===== src/rtl/ttl_inverter_bank.sv =====
// Bank of independent TTL-style gate channels: per-channel glitch filter,
// polarity mask and whole-clock propagation delay.
module ttl_inverter_bank #(
    parameter int unsigned CHANNELS    = 6,
    parameter              INVERT_MASK = {CHANNELS{1'b1}},
    parameter int unsigned FILTER      = 0,
    parameter int unsigned DELAY       = 1
) (
    input  logic                clk,
    input  logic                rst_n,
    input  logic                ce,
    input  logic [CHANNELS-1:0] a,
    output logic [CHANNELS-1:0] y,
    output logic [CHANNELS-1:0] changed
);

    localparam int unsigned FMAX = (FILTER == 0) ? 1 : FILTER;
    localparam int unsigned CW   = $clog2(FMAX + 1);

    localparam logic [CHANNELS-1:0] MASK     = CHANNELS'(INVERT_MASK);
    localparam logic [CW-1:0]       CNT_LAST = CW'(FMAX - 1);

    // Elaboration-time parameter range guards
    if (CHANNELS < 1 || CHANNELS > 32) begin : g_bad_channels
        $error("ttl_inverter_bank: CHANNELS must be 1..32");
    end
    if (FILTER > 255) begin : g_bad_filter
        $error("ttl_inverter_bank: FILTER must be 0..255");
    end
    if (DELAY > 16) begin : g_bad_delay
        $error("ttl_inverter_bank: DELAY must be 0..16");
    end
    if ($bits(INVERT_MASK) != CHANNELS) begin : g_bad_mask
        $error("ttl_inverter_bank: INVERT_MASK width must equal CHANNELS");
    end

    logic [CHANNELS-1:0]         f_q;
    logic [CHANNELS-1:0]         f_d;
    logic [CHANNELS-1:0][CW-1:0] cnt_q;
    logic [CHANNELS-1:0][CW-1:0] cnt_d;
    logic [CHANNELS-1:0]         y_prev_q;
    logic [CHANNELS-1:0]         y_prev_d;
    logic [CHANNELS-1:0]         pipe_in;

    // Glitch filter: accept a new level only after FMAX consecutive differing samples
    always_comb begin
        f_d   = f_q;
        cnt_d = cnt_q;
        if (ce) begin
            for (int i = 0; i < int'(CHANNELS); i++) begin
                if (a[i] == f_q[i]) begin
                    cnt_d[i] = '0;
                end else if (cnt_q[i] == CNT_LAST) begin
                    f_d[i]   = a[i];
                    cnt_d[i] = '0;
                end else begin
                    cnt_d[i] = cnt_q[i] + CW'(1);
                end
            end
        end
    end

    always_ff @(posedge clk or negedge rst_n) begin
        if (!rst_n) begin
            f_q   <= '0;
            cnt_q <= '0;
        end else begin
            f_q   <= f_d;
            cnt_q <= cnt_d;
        end
    end

    assign pipe_in = f_q ^ MASK;

    if (DELAY == 0) begin : g_no_delay
        assign y = pipe_in;
    end else begin : g_delay
        logic [DELAY-1:0][CHANNELS-1:0] pipe_q;
        logic [DELAY-1:0][CHANNELS-1:0] pipe_d;

        // Propagation delay line, shifts only on enabled clocks
        always_comb begin
            pipe_d = pipe_q;
            if (ce) begin
                pipe_d[0] = pipe_in;
                for (int s = 1; s < int'(DELAY); s++) begin
                    pipe_d[s] = pipe_q[s-1];
                end
            end
        end

        always_ff @(posedge clk or negedge rst_n) begin
            if (!rst_n) begin
                pipe_q <= {DELAY{MASK}};
            end else begin
                pipe_q <= pipe_d;
            end
        end

        assign y = pipe_q[DELAY-1];
    end

    // Edge tracker runs every clock so a toggle is flagged for exactly one cycle
    always_comb begin
        y_prev_d = y;
    end

    always_ff @(posedge clk or negedge rst_n) begin
        if (!rst_n) begin
            y_prev_q <= MASK;
        end else begin
            y_prev_q <= y_prev_d;
        end
    end

    assign changed = y ^ y_prev_q;

endmodule


===== config.mk =====
export PLATFORM = sky130hd
export DESIGN_NAME = ttl_inverter_bank
export DESIGN_NICKNAME = d
export VERILOG_FILES = /design/src/rtl/ttl_inverter_bank.sv
export SDC_FILE = /design/constraint.sdc
export NUM_CORES = 1
export LEC_CHECK = 0
export ABC_AREA = 1
export CAP_MARGIN = 40
export CORE_MARGIN = 1.5
export CORE_UTILIZATION = 45
export CTS_CLUSTER_DIAMETER = 100
export DETAILED_ROUTE_END_ITERATION = 16
export PLACE_DENSITY = 0.74
export SYNTH_ARGS = -nofsm -noshare
export SYNTH_HDL_FRONTEND = slang
export SYNTH_SLANG_ARGS = --single-unit

===== constraint.sdc =====
create_clock -name clk -period 1.1 [get_ports clk]
set_input_delay 0.275 -clock clk [delete_from_list [all_inputs] [get_ports clk]]
set_output_delay 0.275 -clock clk [all_outputs]
set_load 0.005 [all_outputs]

---- Word level (Yosys, flattened, before mapping) ----
Index checks and enable logic that the tools add are counted.
storage, ports and cells
  memories kept ........................... 0
  input bits .............................. 9
  bits in writable memories ............... 0
  logic and storage cells ................. 58
  latch bits .............................. 0
  output and inout bits ................... 12
  memory bits (read-only) ................. 0
  register bits after elaboration ......... 24
operators by class
  divide/modulo/power cells ............... 0
  order comparisons ....................... 0
  bitwise operators ....................... 14
  reductions and logical operators ........ 6
  equal/unequal tests ..................... 6
  shift operators ......................... 0
  add/subtract/negate cells ............... 6
  muxes and demuxes ....................... 12
  multipliers ............................. 0
operators with widths
  cell                                number
  3-bit AND reduction                 6
  1-bit 2-to-1 mux                    12
  1-bit NOT                           12
  1-bit adder, second input constant  6
  1-bit == test                       6
  6-bit NOT                           1
  6-bit bitwise XOR                   1

---- Depth between registers and ports, before layout ----
  depth in word-level cells ............... 3
  depth in mapped cells ................... 4
  gate-level depth less buffers ........... 3

---- Worst setup path after synthesis ----
Ideal clock, no wire load.
  path kind ............................... register to output
  from .................................... reg g_delay.pipe_q, in the netlist y[0]
  to ...................................... out changed[0]
  arrival time ............................ 0.680 ns
  stages on the path, launching flop included .. 4
  setup slack ............................. 0.145 ns
  required time ........................... 0.825 ns
  cell sequence ........................... dfstp_2 -> inv_1 -> nand2_1 -> nand2_1
between the ends
  word-level cells in the longest chain between the ends .. 1
ends and longest elaborated chain
  item                    RTL line  source
  from (decl)             78        logic [DELAY-1:0][CHANNELS-1:0] pipe_q;
  from (signal assigned)  94        pipe_q <= {DELAY{MASK}};
  from (signal assigned)  96        pipe_q <= pipe_d;
  6-bit bitwise XOR       116       assign changed = y ^ y_prev_q;
  to (decl)               14        output logic [CHANNELS-1:0] changed
Every way passes these cells.

---- Worst setup path after layout ----
  from .................................... reg g_delay.pipe_q, in the netlist y[3]
  to ...................................... out changed[3]
The elaborated chain is that of the path after synthesis.

==> results.yml <==
timing:
  finalHoldViolCount: 0
  fin_ws_ns: -0.366
  setup_viol: 12
  max_freq_mhz: 682
  worst_slew_pin_slew_ns: 0.183
  fin_crit_sh_pct: 133
  holdWs_ns: 0.306
  final_max_slew_viol_count: 0
  finalCriticalPeriod_ns: 1.47
  fin_worst_skew_ns: 0.00387
  slew-limit-headroom_pct: 87.8
  rsz0062_at_grt: "true"
place:
  buffer_ports.inserted: 20
  place_congestion: 0.710
  dp_hpwl_um: 961
  placed_area_um2: 1040
  dp_cells: 136
drt:
  firstDrtPassIters: 2
  avgRoutedWirePerCell_um: 9.72
  vias: 643
  drc: 0
  drtAntennaViolNets: 0
  vias_per_cell: 4.26
  dr.first_iter.drc_count: 5
  routed_wl_mm: 1.47
critical_path:
  ff2ff_setup_slack_ns: 0.06
  critPathKind: "reg -> out"
  end_kind: "primary output"
  r2r_start: "y[2]$_DFFE_PN1P_"
  critPathLaunchType: "flip-flop"
  worstPathMaxFanout: 2
  r2r_end: "y[2]$_DFFE_PN1P_"
  arrival_ns: 1.19
  crit_required_ns: 0.82
  r2r_cells: 5
die:
  initial_core_util_pct: 49.2
  dieArea_um2: 1940
  core_area_um2: 1540
  die_w_um: 44.1
  die_y_um: 44.1
  io_pins: 21
  core.rowCount: 14
global_route:
  grt_overflow: 0
  antenna_found_initial: 0
  grt_first_pass_wirelength_mm: 2.39
  grt_usage_pct: 16.8
  grt_max_degree: 19
  grt_pass1_vias: 587
final_layout:
  nets: 145
  fin_util_pct: 74.5
  antennaDiodeCount: 0
  layout-drive-gt1-share_pct: 41.5
  area_delta_synth_final_pct: 51.5
  fillerInstances: 123
  final_cells: 151
  multi_input_area_um2: 208
  design_area_um2: 1150
  ff_latch_area_um2: 465
clock_network:
  holdBufCountCts: 0
  cts_buffer_depth: 2
  clock_latency_ns: 0.29
  ctsHtreeMaxLevel: 1
  cts_tree: "yes"
  cts_made_buffers: 3
  clk_pin_slew_ns: 0.10
  cts_sinks: 18
  clock_tree.root_cell: "clkbuf_4"
min_path:
  hold_class: "in -> async"
synth:
  avgSynthCellArea_um2: 8.15
  syn-num-nets: 102
  synth_area_um2: 758
  yosys_warnings: 0
  ys_seq_elements: 18
  synth_cell_types: 7
  syn_inst: 93
  yosysSeqAreaShare_pct: 61.4
run_status:
  violations: "negative setup slack"
  status: "complete, but fails checks"
power_and_ir_drop:
  cellPowerDensity_nw_per_um2: 1410
  power_uw: 1620
  vdd_drop_max_mv: 1.04
  power.leakage_uw: 0.000660
run:
  maxCapViolations: 0
[cells by family (layout without fill, tap and decap cells)]
kind of cell / after synthesis / count (layout) / synth area share (%)
simple gates: 54 / 54 / 26.7
buf+inv: 21 / 63 / 11.9
flops: 18 / 18 / 61.4
[layout by cell type (no fill, tap or decap), drive strengths merged]
cell type,n
nand2,54
buf,32
inv,19
dfstp,12
clkdlybuf4s50,8
dfrtp,6
clkbuf,4
[timing repair]
item | 4_1_cts | 5_1_grt
setup buffers | 7 | 4
hold endpoints to repair | 0 | 0
pin swaps | 6 | 2
cloned | 0 | 0
setup endpoints to repair | 12 | 12
gates resized for setup | 56 | 8
[synth_stat cells]
master / n / area, µm²
buf_4: 1 / 7.51
buf_6: 1 / 11.3
dfrtp_1: 6 / 150
dfstp_2: 12 / 315
inv_1: 18 / 67.6
inv_2: 1 / 3.75
nand2_1: 54 / 203
[how the worst max path moves through the flow]
stage | from | slack [ns] | endpoint | depth (start not counted)
final | y[3]$_DFFE_PN1P_ | -0.37 | changed[3] | 5
after global routing | y[3]$_DFFE_PN1P_ | -0.42 | changed[3] | 5
after CTS | y[3]$_DFFE_PN1P_ | -0.34 | changed[3] | 5
after detailed placement | y[3]$_DFFE_PN1P_ | -0.34 | changed[3] | 3
after global placement | y[5]$_DFFE_PN1P_ | -0.29 | changed[5] | 3
after floorplan | y[0]$_DFFE_PN1P_ | 0.14 | changed[0] | 3
[metal layers]
| layer | track usage (%) | up-vias | part of all wire, % | wire, µm |
|---|---|---|---|---|
| met4 | 7.27 | 0 | 0.82 | 12 |
| met2 | 28.8 | 14 | 55 | 804 |
| met5 | 0 | - | 0 | 0 |
| met3 | 1.22 | 2 | 3.1 | 46 |
| li1 | - | 345 | - | - |
| met1 | 22.0 | 282 | 41 | 603 |
[power breakdown]
| part | switching, µW | internal (µW) |
|---|---|---|
| sequential | 48.3 | 769 |
| combinational | 163 | 240 |
| clock | 198 | 201 |
[critical path: stages, from the launching register on]
cell and delay [ns]:
dfstp_2 0.56, buf_6 0.10, inv_2 0.03, nand2_1 0.05, nand2_1 0.05, buf_2 0.12
[cell type report]
class                           instances  area share, %
Tap cell                               16           1.74
Timing Repair Buffer                   40           30.3
Inverter                               19           6.21
Clock buffer                            4           3.16
Multi-Input combinational cell         54           18.1
Sequential cell                        18           40.5
[per-stage QoR]
step           setup TNS [ns]  setup WS [ns]
2_1_floorplan               0          0.145
3_3_place_gp            -3.27         -0.289
3_5_place_dp            -3.41         -0.337
4_1_cts                 -2.91         -0.345
5_1_grt                 -3.49         -0.416
6_report                -3.00         -0.366
[registers in the layout, summed over array words and instances (netlist names)]
name	flops
y	6
f_q	6
y_prev_q	6
Power figures use the tool's default switching activity.
